[src/rtl/spi_pkg.sv]
// Shared types and helpers for the parametrised SPI slave.
package spi_pkg;

  typedef struct packed {
    logic cpol;
    logic cpha;
  } spi_mode_t;

  localparam spi_mode_t SPI_MODE0 = 2'b00;
  localparam spi_mode_t SPI_MODE1 = 2'b01;
  localparam spi_mode_t SPI_MODE2 = 2'b10;
  localparam spi_mode_t SPI_MODE3 = 2'b11;

  // A toggle whose new level differs from cpol is a leading edge; otherwise trailing.
  function automatic logic edge_sel(input spi_mode_t m, input logic level,
                                    input logic toggled, input logic want_sample);
    logic lead;
    logic trail;
    lead  = toggled & (level ^ m.cpol);
    trail = toggled & ~(level ^ m.cpol);
    if (want_sample) return m.cpha ? trail : lead;
    else             return m.cpha ? lead : trail;
  endfunction

endpackage

[src/rtl/spi_slave_param_if.sv]
// RX/TX word streams between the SPI slave and the internal logic.
interface spi_slave_param_if #(
  parameter int DATA_W = 8
) ();
  logic [DATA_W-1:0] rx_data;
  logic              rx_valid;
  logic              rx_ready;
  logic [DATA_W-1:0] tx_data;
  logic              tx_valid;
  logic              tx_ready;

  modport slave (
    output rx_data, rx_valid, tx_ready,
    input  rx_ready, tx_data, tx_valid
  );

  modport master (
    input  rx_data, rx_valid, tx_ready,
    output rx_ready, tx_data, tx_valid
  );
endinterface

[src/rtl/spi_pin_sync.sv]
// Multi-flop synchroniser for an asynchronous pin with rise/fall detection.
module spi_pin_sync #(
  parameter int   STAGES  = 2,
  parameter logic RST_VAL = 1'b0
) (
  input  logic clk,
  input  logic rst,
  input  logic d,
  output logic q,
  output logic rise,
  output logic fall
);
  logic [STAGES-1:0] sync_sr;
  logic              q_d;

  always_ff @(posedge clk) begin
    if (rst) begin
      sync_sr <= {STAGES{RST_VAL}};
      q_d     <= RST_VAL;
    end else begin
      sync_sr <= {sync_sr[STAGES-2:0], d};
      q_d     <= sync_sr[STAGES-1];
    end
  end

  assign q    = sync_sr[STAGES-1];
  assign rise = q & ~q_d;
  assign fall = ~q & q_d;
endmodule

[src/rtl/spi_slave_param.sv]
// Full-duplex SPI slave, all four modes, oversampled on clk with valid/ready word streams.
module spi_slave_param
  import spi_pkg::*;
#(
  parameter int DATA_W      = 8,
  parameter bit MSB_FIRST   = 1'b1,
  parameter int SYNC_STAGES = 2
) (
  input  logic             clk,
  input  logic             rst,
  input  logic             spi_cs_n,
  input  logic             spi_sclk,
  input  logic             spi_mosi,
  output logic             spi_miso,
  input  logic             cpol,
  input  logic             cpha,
  spi_slave_param_if.slave strm,
  output logic             busy,
  output logic             rx_overrun,
  output logic             tx_underrun,
  input  logic             clr_status
);
  localparam int              CNT_W    = $clog2(DATA_W);
  localparam logic [CNT_W-1:0] CNT_LAST = CNT_W'(DATA_W - 1);

  logic cs_q, cs_rise, cs_fall;
  logic sclk_q, sclk_rise, sclk_fall;
  logic [SYNC_STAGES-1:0] mosi_sr;
  logic mosi_q;

  spi_mode_t         mode;
  logic [CNT_W-1:0]  cnt, cnt_next;
  logic [DATA_W-2:0] rx_sr, rx_sr_next;
  logic [DATA_W-1:0] rx_word;
  logic [DATA_W-1:0] tx_sr, tx_next;
  logic en, sample, shift, word_done, rx_load, tx_load;

  spi_pin_sync #(.STAGES(SYNC_STAGES), .RST_VAL(1'b1)) u_cs_sync (
    .clk, .rst, .d(spi_cs_n), .q(cs_q), .rise(cs_rise), .fall(cs_fall)
  );

  spi_pin_sync #(.STAGES(SYNC_STAGES), .RST_VAL(1'b0)) u_sclk_sync (
    .clk, .rst, .d(spi_sclk), .q(sclk_q), .rise(sclk_rise), .fall(sclk_fall)
  );

  always_ff @(posedge clk) begin
    if (rst) mosi_sr <= '0;
    else     mosi_sr <= {mosi_sr[SYNC_STAGES-2:0], spi_mosi};
  end
  assign mosi_q = mosi_sr[SYNC_STAGES-1];

  // sclk edges count only inside a frame and never on the frame-start clk.
  assign en        = ~cs_q & ~cs_fall;
  assign sample    = en & edge_sel(mode, sclk_q, sclk_rise | sclk_fall, 1'b1);
  assign shift     = en & edge_sel(mode, sclk_q, sclk_rise | sclk_fall, 1'b0);
  assign word_done = sample & (cnt == CNT_LAST);
  assign rx_load   = word_done & (~strm.rx_valid | strm.rx_ready);
  assign tx_load   = (cs_fall & ~cpha) | (shift & (cnt == '0));
  assign busy      = ~cs_q;

  always_comb begin
    rx_word    = MSB_FIRST ? {rx_sr, mosi_q} : {mosi_q, rx_sr};
    rx_sr_next = rx_sr;
    cnt_next   = cnt;
    tx_next    = tx_sr;
    if (cs_rise) begin
      cnt_next   = '0;
      rx_sr_next = '0;
    end else if (cs_fall) begin
      cnt_next = '0;
    end else if (sample) begin
      rx_sr_next = MSB_FIRST ? rx_word[DATA_W-2:0] : rx_word[DATA_W-1:1];
      cnt_next   = word_done ? '0 : cnt + 1'b1;
    end
    if (tx_load)
      tx_next = strm.tx_valid ? strm.tx_data : '0;
    else if (shift)
      tx_next = MSB_FIRST ? {tx_sr[DATA_W-2:0], 1'b0} : {1'b0, tx_sr[DATA_W-1:1]};
    if (cs_rise)
      tx_next = '0;
  end

  always_ff @(posedge clk) begin
    if (rst) begin
      mode          <= SPI_MODE0;
      cnt           <= '0;
      rx_sr         <= '0;
      tx_sr         <= '0;
      spi_miso      <= 1'b0;
      strm.rx_data  <= '0;
      strm.rx_valid <= 1'b0;
      strm.tx_ready <= 1'b0;
      rx_overrun    <= 1'b0;
      tx_underrun   <= 1'b0;
    end else begin
      if (cs_fall) mode <= '{cpol, cpha};
      cnt      <= cnt_next;
      rx_sr    <= rx_sr_next;
      tx_sr    <= tx_next;
      spi_miso <= ~cs_q & (MSB_FIRST ? tx_next[DATA_W-1] : tx_next[0]);

      if (rx_load) begin
        strm.rx_data  <= rx_word;
        strm.rx_valid <= 1'b1;
      end else if (strm.rx_valid & strm.rx_ready) begin
        strm.rx_valid <= 1'b0;
      end
      strm.tx_ready <= tx_load & strm.tx_valid;

      if (word_done & ~rx_load) rx_overrun <= 1'b1;
      else if (clr_status)      rx_overrun <= 1'b0;
      if (tx_load & ~strm.tx_valid) tx_underrun <= 1'b1;
      else if (clr_status)          tx_underrun <= 1'b0;
    end
  end
endmodule

[src/flat_wrapper.sv]
// flat-port wrapper written by rule: the top's interface ports become plain ports
module spi_slave_param_flat import spi_pkg::*;
#(
  parameter int DATA_W      = 8,
  parameter bit MSB_FIRST   = 1'b1,
  parameter int SYNC_STAGES = 2
)
  (clk, rst, spi_cs_n, spi_sclk, spi_mosi, spi_miso, cpol, cpha, busy, rx_overrun, tx_underrun, clr_status, strm_rx_data, strm_rx_valid, strm_tx_ready, strm_rx_ready, strm_tx_data, strm_tx_valid);
  spi_slave_param_if #(.DATA_W(DATA_W)) strm_i ();
  input  logic clk;
  input  logic rst;
  input  logic spi_cs_n;
  input  logic spi_sclk;
  input  logic spi_mosi;
  output logic spi_miso;
  input  logic cpol;
  input  logic cpha;
  output logic busy;
  output logic rx_overrun;
  output logic tx_underrun;
  input  logic clr_status;
  output wire logic [$bits(strm_i.rx_data)-1:0] strm_rx_data;
  output wire logic [$bits(strm_i.rx_valid)-1:0] strm_rx_valid;
  output wire logic [$bits(strm_i.tx_ready)-1:0] strm_tx_ready;
  input wire logic [$bits(strm_i.rx_ready)-1:0] strm_rx_ready;
  input wire logic [$bits(strm_i.tx_data)-1:0] strm_tx_data;
  input wire logic [$bits(strm_i.tx_valid)-1:0] strm_tx_valid;
  assign strm_rx_data = strm_i.rx_data;
  assign strm_rx_valid = strm_i.rx_valid;
  assign strm_tx_ready = strm_i.tx_ready;
  assign strm_i.rx_ready = strm_rx_ready;
  assign strm_i.tx_data = strm_tx_data;
  assign strm_i.tx_valid = strm_tx_valid;
  spi_slave_param #(.DATA_W(DATA_W), .MSB_FIRST(MSB_FIRST), .SYNC_STAGES(SYNC_STAGES)) u_core (.clk(clk), .rst(rst), .spi_cs_n(spi_cs_n), .spi_sclk(spi_sclk), .spi_mosi(spi_mosi), .spi_miso(spi_miso), .cpol(cpol), .cpha(cpha), .strm(strm_i), .busy(busy), .rx_overrun(rx_overrun), .tx_underrun(tx_underrun), .clr_status(clr_status));
endmodule
[config.mk]
export PLATFORM = sky130hd
export DESIGN_NAME = spi_slave_param_flat
export DESIGN_NICKNAME = d
export VERILOG_FILES = /design/src/rtl/spi_pkg.sv /design/src/rtl/spi_slave_param_if.sv /design/src/rtl/spi_pin_sync.sv /design/src/rtl/spi_slave_param.sv /design/src/flat_wrapper.sv
export SDC_FILE = /design/constraint.sdc
export NUM_CORES = 1
export LEC_CHECK = 0
export ABC_AREA = 1
export CAP_MARGIN = 20
export CORE_MARGIN = 5
export CORE_UTILIZATION = 46
export DETAILED_ROUTE_END_ITERATION = 6
export HOLD_SLACK_MARGIN = 0.1
export PLACE_DENSITY = 0.74
export SLEW_MARGIN = 20
export SYNTH_ARGS = -nofsm -noshare
export SYNTH_HDL_FRONTEND = slang
export SYNTH_SLANG_ARGS = --single-unit
[constraint.sdc]
create_clock -name clk -period 1.3 [get_ports clk]
set_input_delay 0.26 -clock clk [delete_from_list [all_inputs] [get_ports clk]]
set_output_delay 0.26 -clock clk [all_outputs]
set_load 0.05 [all_outputs]
# Yosys cells after proc, flatten, opt, wreduce, memory -nomap -nowiden
# Index checks and enable logic that the tools add are counted.
# word_totals
latchBits,0
output_inout_bits,14
reg_bits,41
ram_bits,0
word_cells,71
input_bits,18
mem_bits_ro,0
memories,0
# op_classes
magnitude_cmp,0
addsub,1
n_reduce_logical,8
n_div,0
n_mul,0
mux,12
n_bitwise,32
shift,0
eq_ne,1
# op_table
operator,count
$mux W8,4
$and A1 B1 Y1,18
$not A1 Y1,10
$reduce_bool A2 Y1,4
$mux W1,7
$add A3 B1 Y3 const B,1
$eq A3 B3 Y1 const B,1
$logic_not A3 Y1,1
$mux W3,1
$or A1 B1 Y1,3
$reduce_or A3 Y1,1
$reduce_and A2 Y1,1
$reduce_or A2 Y1,1
$xor A1 B1 Y1,1

# Depth between registers and ports, before layout
# Gate-level depths: netlist (run 1).
# depth
word_depth,11
mapped_depth,12
mapped_depth_nobuf,11

# Modules after synthesis
# From an unflattened synthesis (run 1), not the netlist that was laid out.
# unflattened
hier_cells,236
hier_area_um2,1756.7
# modules_own_cells
module,cells_each,area_each_um2,instances
spi_slave_param,211,1565.3,1
spi_pin_sync at u_core.u_cs_sync,13,97.6,1
spi_pin_sync at u_core.u_sclk_sync,12,93.8,1

# Least setup slack after synthesis (run 1)
# Ideal clock, no wire load.
# synth_path
path_type,register to register
start,register u_core.u_cs_sync.sync_sr[1]
end,register u_core.spi_miso
period_less_slack_ps,1529
required_ps,1183
slack_ps,-229
arrival_ps,1412
stages_incl_launch_ff,6
setup_time_ps,117
path_buffers,0
cell_sequence,dfxtp_1 -> inv_1 -> o21ai_1 -> inv_1 -> nand3_1 -> nor2_1
# synth_via
elab_chain_cells,10
elab_cells_between_ends,13
classes_between,mux (3); bitwise (10)
# synth_lines
element,line_no,source
start: declaration,spi_pin_sync.sv:13,logic [STAGES-1:0] sync_sr;
start signal: assignment,spi_pin_sync.sv:18,sync_sr <= {STAGES{RST_VAL}};
start signal: assignment,spi_pin_sync.sv:21,"sync_sr <= {sync_sr[STAGES-2:0], d};"
$not A1 Y1 *,--,
net busy,flat_wrapper.sv:18,output logic busy;
$and A1 B1 Y1,spi_pin_sync.sv:28,assign fall = ~q & q_d;
$not A1 Y1,spi_slave_param.sv:53,assign en = ~cs_q & ~cs_fall;
$and A1 B1 Y1,spi_slave_param.sv:53,
$and A1 B1 Y1,spi_slave_param.sv:55,"assign shift = en & edge_sel(mode, sclk_q, sclk_rise | sclk_fall, 1'b0);"
$and A1 B1 Y1,spi_slave_param.sv:58,assign tx_load = (cs_fall & ~cpha) | (shift & (cnt == '0));
$or A1 B1 Y1,spi_slave_param.sv:58,
$mux W8,spi_slave_param.sv:75,if (tx_load)
$mux W8,spi_slave_param.sv:79,if (cs_rise)
$and A1 B1 Y1 *,spi_slave_param.sv:100,spi_miso <= ~cs_q & (MSB_FIRST ? tx_next[DATA_W-1] : tx_next[0]);
end signal: assignment,spi_slave_param.sv:100,
end: declaration,spi_slave_param.sv:14,"output logic spi_miso,"
# The timed path passes the listed nets; every way through them passes the cells marked *. The select of a mux whose other input is x is not followed.
# A chain may end at the register's enable or synchronous reset.

# Final worst setup path (run 1)
# layout_path
start,register u_core.u_sclk_sync.sync_sr[1]
end,register u_core.rx_overrun
# layout_via
elab_chain_cells,11
elab_cells_between_ends,16
classes_between,mux (2); bitwise (13); reduce/logical (1)
# layout_lines
element,line_no,source
start: declaration,spi_pin_sync.sv:13,
start signal: assignment,spi_pin_sync.sv:18,
start signal: assignment,spi_pin_sync.sv:21,
$not A1 Y1,spi_pin_sync.sv:28,
$and A1 B1 Y1,spi_pin_sync.sv:28,
$or A1 B1 Y1,spi_slave_param.sv:54,"assign sample = en & edge_sel(mode, sclk_q, sclk_rise | sclk_fall, 1'b1);"
"$and A1 B1 Y1, on equally long branches","spi_pkg.sv:19, spi_pkg.sv:20",
$mux W1 *,spi_pkg.sv:21,if (want_sample) return m.cpha ? trail : lead;
$and A1 B1 Y1 *,spi_slave_param.sv:54,
$and A1 B1 Y1 *,spi_slave_param.sv:56,assign word_done = sample & (cnt == CNT_LAST);
$and A1 B1 Y1,spi_slave_param.sv:57,assign rx_load = word_done & (~strm.rx_valid | strm.rx_ready);
$not A1 Y1,spi_slave_param.sv:110,if (word_done & ~rx_load) rx_overrun <= 1'b1;
$and A1 B1 Y1 *,spi_slave_param.sv:110,
$mux W1 or $reduce_bool A2 Y1 (tied branches),--,
end signal: assignment,spi_slave_param.sv:93,rx_overrun <= 1'b0;
end signal: assignment,spi_slave_param.sv:110,
end signal: assignment,spi_slave_param.sv:111,else if (clr_status) rx_overrun <= 1'b0;
end: declaration,spi_slave_param.sv:19,"output logic rx_overrun,"
# Mark *: on every way between the ends. The rest lies on a longest branch, timed or not.

==> results of run 1 <==
==> worst min-delay path, stage by stage, from the launching register on <==
cell	delay (ns)
dfxtp_1	0.30
inv_1	0.04
nor2_1	0.03
==> power by group <==
group | internal (mW) | switching (mW) | total [mW]
combinational | 0.146 | 0.145 | 0.291
sequential | 1.28 | 0.0169 | 1.29
clock | 0.372 | 0.442 | 0.814
==> kinds of logic after synthesis <==
group	after synthesis	share of synthesized area
AOI/OAI and AO/OA	33	0.0985
and+or+nand+nor	132	0.331
adders and majority gates	3	0.0210
buffers and inverters	40	0.0915
DFF	41	0.458
==> per-layer routing <==
layer | vias to the layer above | routed length, um | share of wire | global-route usage
met5 | - | 0 | 0 | 0
met4 | 0 | 174 | 0.037 | 0.0943
met3 | 17 | 235 | 0.050 | 0.0485
met2 | 59 | 2310 | 0.49 | 0.271
met1 | 845 | 1960 | 0.42 | 0.209
li1 | 911 | - | - | -
==> registers in the layout, summed over array words and instances, names as in the netlist <==
name	cells
u_core.strm.rx_data	8
u_core.tx_sr	8
u_core.rx_sr	7
u_core.cnt	3
u_core.mode	2
u_core.mosi_sr	2
u_core.u_cs_sync.sync_sr	2
u_core.u_sclk_sync.sync_sr	2
u_core.rx_overrun	1
u_core.spi_miso	1
u_core.strm.rx_valid	1
u_core.strm.tx_ready	1
u_core.tx_underrun	1
u_core.u_cs_sync.q_d	1
u_core.u_sclk_sync.q_d	1
==> path summary, 6_finish.rpt <==
path | from | slack [ns] | endpoint
hold / removal | u_core.u_sclk_sync.sync_sr[0] | 0.40 | u_core.u_sclk_sync.sync_sr[1]
setup reg to reg | u_core.u_sclk_sync.sync_sr[1] | -0.17 | u_core.rx_overrun
setup / recovery | u_core.u_sclk_sync.sync_sr[1] | -0.17 | u_core.rx_overrun
hold reg to reg | u_core.u_sclk_sync.sync_sr[0] | 0.40 | u_core.u_sclk_sync.sync_sr[1]
==> synthesized netlist by cell type, drive strengths merged <==
master | number | area share
nand4 | 8 | 0.028
nand3 | 14 | 0.042
clkbuf | 3 | 0.0063
ha | 3 | 0.021
buf | 4 | 0.016
nor3 | 1 | 0.0028
dfxtp | 41 | 0.46
inv | 33 | 0.069
a21oi | 16 | 0.045
o21ai | 17 | 0.054
or2 | 3 | 0.010
nor2 | 47 | 0.11
nand2 | 59 | 0.14
==> per-stage QoR <==
stage	worst slack [ns]	setup TNS [ns]	cells	power [mW]	hold WS [ns]
floorplan	-0.134	-1.90	249	1.42	0.364
global placement	-0.285	-3.44	351	1.54	0.388
detailed placement	-0.305	-3.96	351	1.54	0.387
CTS	-0.135	-1.81	360	2.36	0.399
global route	-0.338	-6.23	365	2.48	0.421
finish	-0.165	-2.65	365	2.40	0.398
==> area by class of cell <==
type                    count  area (um^2)  share of cell area
repair buffers             67          762               0.264
multi-input cells         168         1020               0.354
clock buffers               6         72.6              0.0252
flip-flops and latches     41          830               0.288
inverters                  33          126              0.0439
clock inverters             2         10.0             0.00347
well taps                  48         60.1              0.0208
==> timing repair <==
| item | 4_1_cts | 5_1_grt |
|---|---|---|
| buffers inserted | 2 | 5 |
| setup endpoints to repair | 26 | 31 |
| pin swaps | 9 | 22 |
| gates resized for setup | 34 | 44 |
==> impl_metrics.py, run 1 <==
metrics = {
    "finish": {
        "layout_common_cells": "39 x nand2_1, 39 x nor2_1, 36 x dfxtp_1",
        "final_util": 0.775,
        "drive_gt1_frac": 0.379,
        "fill_cells": 259,
        "antenna_cells": 0,
        "num-nets-final": 337,
        "design_area_mm2": 0.00288,
        "syn2layout_area_growth_pct": 60.9,
    },
    "grt": {
        "grt_pass1_vias": 1655,
        "antenna_found_initial": 0,
        "grt_max_degree": 18,
        "track_usage": 0.171,
        "grt_pass1_wl_um": 7070,
        "globalRouteOverflowTotal": 0,
    },
    "run": {
        "maxCapViolations": 0,
    },
    "power": {
        "irDropWorstVdd_uv": 679,
        "p_per_area_mw_per_mm2": 833,
        "p_leak_nw": 1.26,
    },
    "clock_tree": {
        "cts.path.max_buffers": 2,
        "clk_root_buffer_cell": "clkbuf_8",
        "cts_buffers": 5,
        "cts_tree": "done",
        "clock-sinks": 41,
        "clk_pin_slew_worst_paths_ns": 0.08,
        "insertion_delay_ns": 0.30,
        "cts_hold_buf": 0,
        "htreeDepth": 2,
    },
    "placed_design": {
        "dp_hpwl_um": 2750,
        "place_congestion": 0.887,
        "port_buffers": 31,
        "placed_area_mm2": 0.00249,
    },
    "timing": {
        "finClkSkew_ns": 0.00346,
        "grt_setup_unrepaired": "true",
        "finalHoldViolations": 0,
        "tightest_slew_ns": 0.279,
        "setup_violations": 30,
        "drv_slew": 0,
        "fmax_mhz": 683,
        "setup_slack_ns": -0.165,
        "relSlewSlack": 0.814,
        "min_period_ns": 1.47,
        "period_share": 1.13,
    },
    "floorplanning": {
        "die_w_um": 72.4,
        "num_rows": 22,
        "die_h_um": 72.4,
        "start_util": 0.482,
        "core_mm2": 0.00372,
        "io_pins": 32,
        "die_area_mm2": 0.00524,
    },
    "logic_synthesis": {
        "yosysSeqAreaShare": 0.458,
        "syn_area_mm2": 0.00179,
        "ys_warn_count": 0,
        "yosysUniqueCellTypes": 24,
        "avgSynthCellArea_um2": 7.19,
        "synth_seq_cells": 41,
        "synthCells": 249,
        "syn-num-nets": 270,
    },
    "detailed_routing": {
        "wire_per_inst_um": 12.8,
        "drc": 0,
        "ant_nets": 0,
        "drtIter0Drc": 97,
        "via_count": 1832,
        "post_drt_via_cell_ratio": 5.02,
        "wl_um": 4670,
        "drt-pass1-iter-count": 4,
    },
    "setup_path": {
        "r2r_cells": 11,
        "critPathTopFamily": "simple AND/OR/NAND/NOR gates",
        "worst-path-stages": 11,
        "worst-path-buf-inv": 3,
        "cp_slowest_cell": "dfxtp_4",
        "slowest_delay_ns": 0.37,
        "critPathKind": "reg2reg",
        "startpoint_type": "flip-flop",
        "end_kind": "flip-flop",
        "crit_chain": "inv_4, nand2_4, nand2_4, nand2_4, o21ai_4, nand2_4, nor2_4, buf_4, buf_4, nand2_1, a21oi_2",
        "crit_required_ns": 1.54,
        "critical_path.max_fanout": 4,
        "crit_arrival_ns": 1.71,
        "crit_path_frequent_cell": "nand2_4",
    },
    "run_status": {
        "status": "finished with violations",
        "violations": "setup timing",
    },
    "hold_path": {
        "hold_depth": 2,
        "hold_path.class": "reg2reg",
    },
}
No activity file was read; power rests on OpenSTA's default activity.
==> run 2: changes to the inputs <==
CORE_UTILIZATION = 55   (was 46)
PLACE_DENSITY = 0.83   (was 0.74)
SKIP_LAST_GASP = 1   (was unset)
clock period = 1.9 ns   (was 1.3 ns; I/O delays follow)
==> impl_metrics.py, run 2 (synthesis gave the netlist of run 1 again) <==
metrics = {
    "clock_tree": {
        "clock-sinks": 41,
        "cts.path.max_buffers": 2,
        "htreeDepth": 2,
        "cts_setup_buffers": 0,
        "clk_pin_slew_worst_paths_ns": 0.12,
        "cts_buffers": 5,
        "insertion_delay_ns": 0.37,
        "cts_hold_buf": 0,
        "cts_tree": "done",
        "clk_root_buffer_cell": "clkbuf_4",
    },
    "setup_path": {
        "crit_arrival_ns": 2.02,
        "end_kind": "flip-flop",
        "r2r_slack_ns": 0.19,
        "critical_path.max_fanout": 16,
        "r2r-start": "u_core.u_cs_sync.q_d",
        "timing.rr.end": "u_core.spi_miso",
        "startpoint_type": "flip-flop",
        "critPathKind": "reg2reg",
        "crit_required_ns": 2.21,
        "r2r_cells": 9,
    },
    "hold_path": {
        "hold_path_end": "u_core.u_sclk_sync.sync_sr[1]",
        "hold_path.class": "reg2reg",
        "hold_depth": 2,
        "min_from": "u_core.u_sclk_sync.sync_sr[0]",
    },
    "grt": {
        "track_usage": 0.189,
        "grt_pass1_vias": 1588,
        "antenna_found_initial": 0,
        "grt_max_degree": 18,
        "grt_pass1_wl_um": 6400,
        "globalRouteOverflowTotal": 0,
    },
    "finish": {
        "final_common_cell": "nand2_1",
        "stdcell_count": 333,
        "reg_top3": "u_core.strm.rx_data: 8 flops, u_core.tx_sr: 8 flops, u_core.rx_sr: 7 flops",
        "antenna_cells": 0,
        "final_util": 0.738,
        "design_area_mm2": 0.00227,
        "layout_common_cells": "51 x nand2_1, 43 x nor2_1, 41 x dfxtp_1",
        "num-nets-final": 309,
        "syn2layout_area_growth_pct": 26.9,
        "drive_gt1_frac": 0.118,
    },
    "timing": {
        "setup_violations": 0,
        "fmax_mhz": 585,
        "drv_slew": 0,
        "tightest_slew_ns": 0.506,
        "finalHoldViolations": 0,
        "tns_ns": 0,
        "grt_setup_unrepaired": "false",
        "min_period_ns": 1.71,
        "setup_slack_ns": 0.190,
        "period_share": 0.900,
        "relSlewSlack": 0.662,
        "finClkSkew_ns": 0.0136,
        "whs_ns": 0.417,
    },
    "floorplanning": {
        "die_w_um": 67.1,
        "io_pins": 32,
        "die_h_um": 67.1,
        "die_area_mm2": 0.00450,
        "start_util": 0.582,
        "core_mm2": 0.00308,
        "num_rows": 20,
    },
    "detailed_routing": {
        "wire_per_inst_um": 10.9,
        "post_drt_via_cell_ratio": 4.96,
        "drtIter0Drc": 98,
        "wl_um": 3640,
        "drt-pass1-iter-count": 4,
        "via_count": 1652,
        "ant_nets": 0,
        "drc": 0,
    },
    "placed_design": {
        "dp_hpwl_um": 2560,
        "port_buffers": 31,
        "dp_slack_ns": 0.0587,
        "placed_area_mm2": 0.00217,
        "place_inst": 325,
        "place_congestion": 0.838,
    },
    "power": {
        "p_leak_nw": 1.18,
        "irDropWorstVdd_uv": 473,
        "p_per_area_mw_per_mm2": 709,
        "p_total_mw": 1.61,
    },
    "run_status": {
        "status": "complete, no violations",
    },
    "run": {
        "maxCapViolations": 0,
    },
}
[run 2: worst max-delay path by stage]
stage / from / endpoint
floorplan: u_core.u_cs_sync.sync_sr[1] / u_core.spi_miso
global route: u_core.u_cs_sync.q_d / u_core.tx_sr[2]
detailed placement: cpha / u_core.spi_miso
CTS: u_core.strm.rx_data[3] / strm_rx_data[3]
finish: u_core.u_cs_sync.q_d / u_core.spi_miso
global placement: cpha / u_core.spi_miso
[run 2: final cells by class]
cell class              count  area (um^2)
clock buffers               7         55.1
clock inverters             1         30.0
fillers                   264          806
inverters                  33          124
multi-input cells         168          806
flip-flops and latches     41          821
well taps                  44         55.1
repair buffers             39          382
[run 2: worst max-delay path: stages (launching register included)]
cell and delay (ns):
dfxtp_1 0.39, inv_1 0.06, nor2_1 0.15, inv_2 0.08, or2_1 0.28, nand2_2 0.25
nand2_2 0.18, nand2_1 0.11, nand3_1 0.08, nor2_1 0.09
[run 2: what timing repair did]
| item | in CTS | in global routing |
|---|---|---|
| hold endpoints to repair | 0 | 0 |
| endpoints found under the setup margin | 5 | 8 |
| gates resized for setup | 5 | 8 |
[run 2: routing by layer]
layer	vias up	global-route usage	routed length, um
met1	736	0.222	1700
li1	857	-	-
met2	50	0.304	1610
met5	-	0	0
met4	0	0.0785	58
met3	9	0.0725	273
[run 2: report_power, final]
part	switching, mW	internal (mW)	leakage [nW]
Clock	0.281	0.314	0.0455
Sequential	0.00974	0.875	0.333
Combinational	0.0685	0.0615	0.803
Total	0.360	1.25	1.18
==> run 3: changes to the inputs <==
ABC_AREA = unset   (was 1)
PLACE_DENSITY = 0.82   (was 0.83)
==> impl_metrics.py, run 3 <==
metrics = {
    "detailed_routing": {
        "drt-pass1-iter-count": 4,
        "drc": 0,
        "wire_per_inst_um": 12.5,
        "wl_um": 3660,
        "ant_nets": 0,
        "via_count": 1528,
        "drtIter0Drc": 102,
        "post_drt_via_cell_ratio": 5.23,
    },
    "grt": {
        "grt_max_degree": 15,
        "track_usage": 0.172,
        "grt_pass1_wl_um": 6020,
        "antenna_found_initial": 0,
        "globalRouteOverflowTotal": 0,
        "grt_pass1_vias": 1367,
    },
    "timing": {
        "grt_setup_unrepaired": "false",
        "whs_ns": 0.425,
        "finClkSkew_ns": 0.0176,
        "setup_violations": 0,
        "fmax_mhz": 540,
        "finalHoldViolations": 0,
        "tightest_slew_ns": 0.500,
        "relSlewSlack": 0.666,
        "drv_slew": 0,
        "min_period_ns": 1.85,
        "period_share": 0.975,
    },
    "finish": {
        "layout_common_cells": "41 x dfxtp_1, 21 x nand2b_1, 20 x a21oi_1",
        "num-nets-final": 266,
        "final_util": 0.720,
        "antenna_cells": 0,
        "fill_cells": 282,
        "drive_gt1_frac": 0.167,
        "syn2layout_area_growth_pct": 27.2,
        "reg_top3": "u_core.strm.rx_data: 8 flops, u_core.tx_sr: 8 flops, u_core.rx_sr: 7 flops",
        "stdcell_count": 292,
        "design_area_mm2": 0.00238,
        "final_common_cell": "dfxtp_1",
    },
    "floorplanning": {
        "core_mm2": 0.00331,
        "io_pins": 32,
        "die_h_um": 68.4,
        "num_rows": 21,
        "die_area_mm2": 0.00468,
        "start_util": 0.567,
        "die_w_um": 68.4,
    },
    "clock_tree": {
        "clock-sinks": 41,
        "clk_pin_slew_worst_paths_ns": 0.13,
        "cts_setup_buffers": 0,
        "insertion_delay_ns": 0.36,
        "htreeDepth": 2,
        "clk_root_buffer_cell": "clkbuf_4",
        "cts_hold_buf": 0,
        "cts.path.max_buffers": 2,
        "cts_buffers": 5,
        "cts_tree": "done",
    },
    "power": {
        "p_sw_frac": 0.222,
        "p_per_area_mw_per_mm2": 679,
        "irDropWorstVdd_uv": 495,
        "p_clk_frac": 0.369,
        "p_leak_nw": 1.01,
        "combPwrFrac": 0.088,
        "p_switching_mw": 0.359,
        "p_total_mw": 1.62,
        "intPower_mw": 1.26,
        "seqPwrFrac": 0.543,
    },
    "setup_path": {
        "startpoint_type": "flip-flop",
        "end_kind": "primary output",
        "critPathKind": "reg2out",
        "worst-path-buf-inv": 1,
        "critical_path.max_fanout": 1,
        "crit_arrival_ns": 1.47,
        "critPathTopFamily": "buffers and inverters",
        "slowest_delay_ns": 0.79,
        "crit_required_ns": 1.52,
        "cp_slowest_cell": "clkdlybuf4s50_1",
        "crit_chain": "clkdlybuf4s50_1",
    },
    "logic_synthesis": {
        "synth_edf_count": 0,
        "yosys-top-cells-count": "41 x dfxtp_1, 21 x nand2b_1, 20 x a21oi_1",
        "synth.top_cell.area_share": 0.438,
        "syn_area_mm2": 0.00188,
        "avgSynthCellArea_um2": 9.10,
        "synthFlopType": "dfxtp_1",
        "yosysSeqAreaShare": 0.438,
        "syn-num-nets": 227,
        "async_flop_share": 0,
        "yosysMostFrequentCell": "dfxtp_1",
        "yosysUniqueCellTypes": 31,
        "ys_warn_count": 0,
        "post-synth-top-area-cell": "dfxtp_1",
        "synth_seq_cells": 41,
        "yosys-top-cells-area": "dfxtp_1 44%, mux2i_1 9.6%, nand2b_1 7.0%",
        "synthCells": 206,
    },
    "placed_design": {
        "dp_hpwl_um": 2620,
        "place_inst": 284,
        "port_buffers": 31,
        "place_congestion": 0.757,
        "placed_area_mm2": 0.00230,
    },
    "run_status": {
        "status": "complete, no violations",
    },
    "run": {
        "maxCapViolations": 0,
    },
    "hold_path": {
        "hold_path.class": "reg2reg",
    },
}
[run 3: cell count changes in the layout (fill, tap and decap cells not counted), sizes merged, moves of 8 or more]
cell    delta
mux2i     +18
inv       -29
buf        +9
nand4      -8
nor2      -40
nand2b    +21
nand2     -44
[run 3: path summary, 6_finish.rpt]
path / startpoint / to / slack (ns) / cells past startpoint
hold reg to reg: u_core.u_cs_sync.sync_sr[0] / u_core.u_cs_sync.sync_sr[1] / 0.42 / 1
setup / recovery: u_core.spi_miso / spi_miso / 0.05 / 1
hold / removal: u_core.u_cs_sync.sync_sr[0] / u_core.u_cs_sync.sync_sr[1] / 0.42 / 1
setup reg to reg: u_core.mode[1] / u_core.spi_miso / 0.10 / 4
[run 3: repair_timing]
item	in CTS	in global routing
gates resized for setup	7	2
pin swaps	0	0
endpoints found under the setup margin	7	2
endpoints found under the hold margin	0	0
[run 3: power groups by stage]
stage               Clock [mW]  Sequential (mW)  Combinational, mW
detailed placement           0            0.898              0.142
global route             0.652            0.881              0.155
floorplan                    0            0.897             0.0761
CTS                      0.616            0.879              0.143
global placement             0            0.898              0.141
finish                   0.599            0.879              0.143
[run 3: final cells by class]
type / instances / area, um^2 / area share
clock inverter: 2 / 37.5 / 0.0157
sequential: 41 / 821 / 0.344
clock buffer: 6 / 51.3 / 0.0215
timing repair buffer: 45 / 414 / 0.174
tap: 46 / 57.6 / 0.0241
inverter: 4 / 15.0 / 0.00630
multi-input combinational: 148 / 988 / 0.414
[run 3: cell families after synthesis]
group	share of synthesized area
adder cells (fa/ha/maj)	0.0200
AO/OA/AOI/OAI	0.136
buffers and inverters	0.0354
AND/OR/NAND/NOR	0.250
XOR/XNOR	0.00867
multiplexers	0.112
flip-flops	0.438
[run 3: stage by stage]
step	setup WS [ns]	setup TNS, ns
3_3_place_gp	-0.0361	-0.195
2_1_floorplan	0.202	0
4_1_cts	0.0127	0
6_report	0.0478	0
3_5_place_dp	-0.0552	-0.275
5_1_grt	0.00556	0
[run 3: layer usage]
layer	vias to the layer above	GRT usage	part of all wire
met3	7	0.0542	0.041
met2	28	0.263	0.46
li1	789	-	-
met5	-	0	0
met4	0	0.0670	0.015
met1	704	0.223	0.48
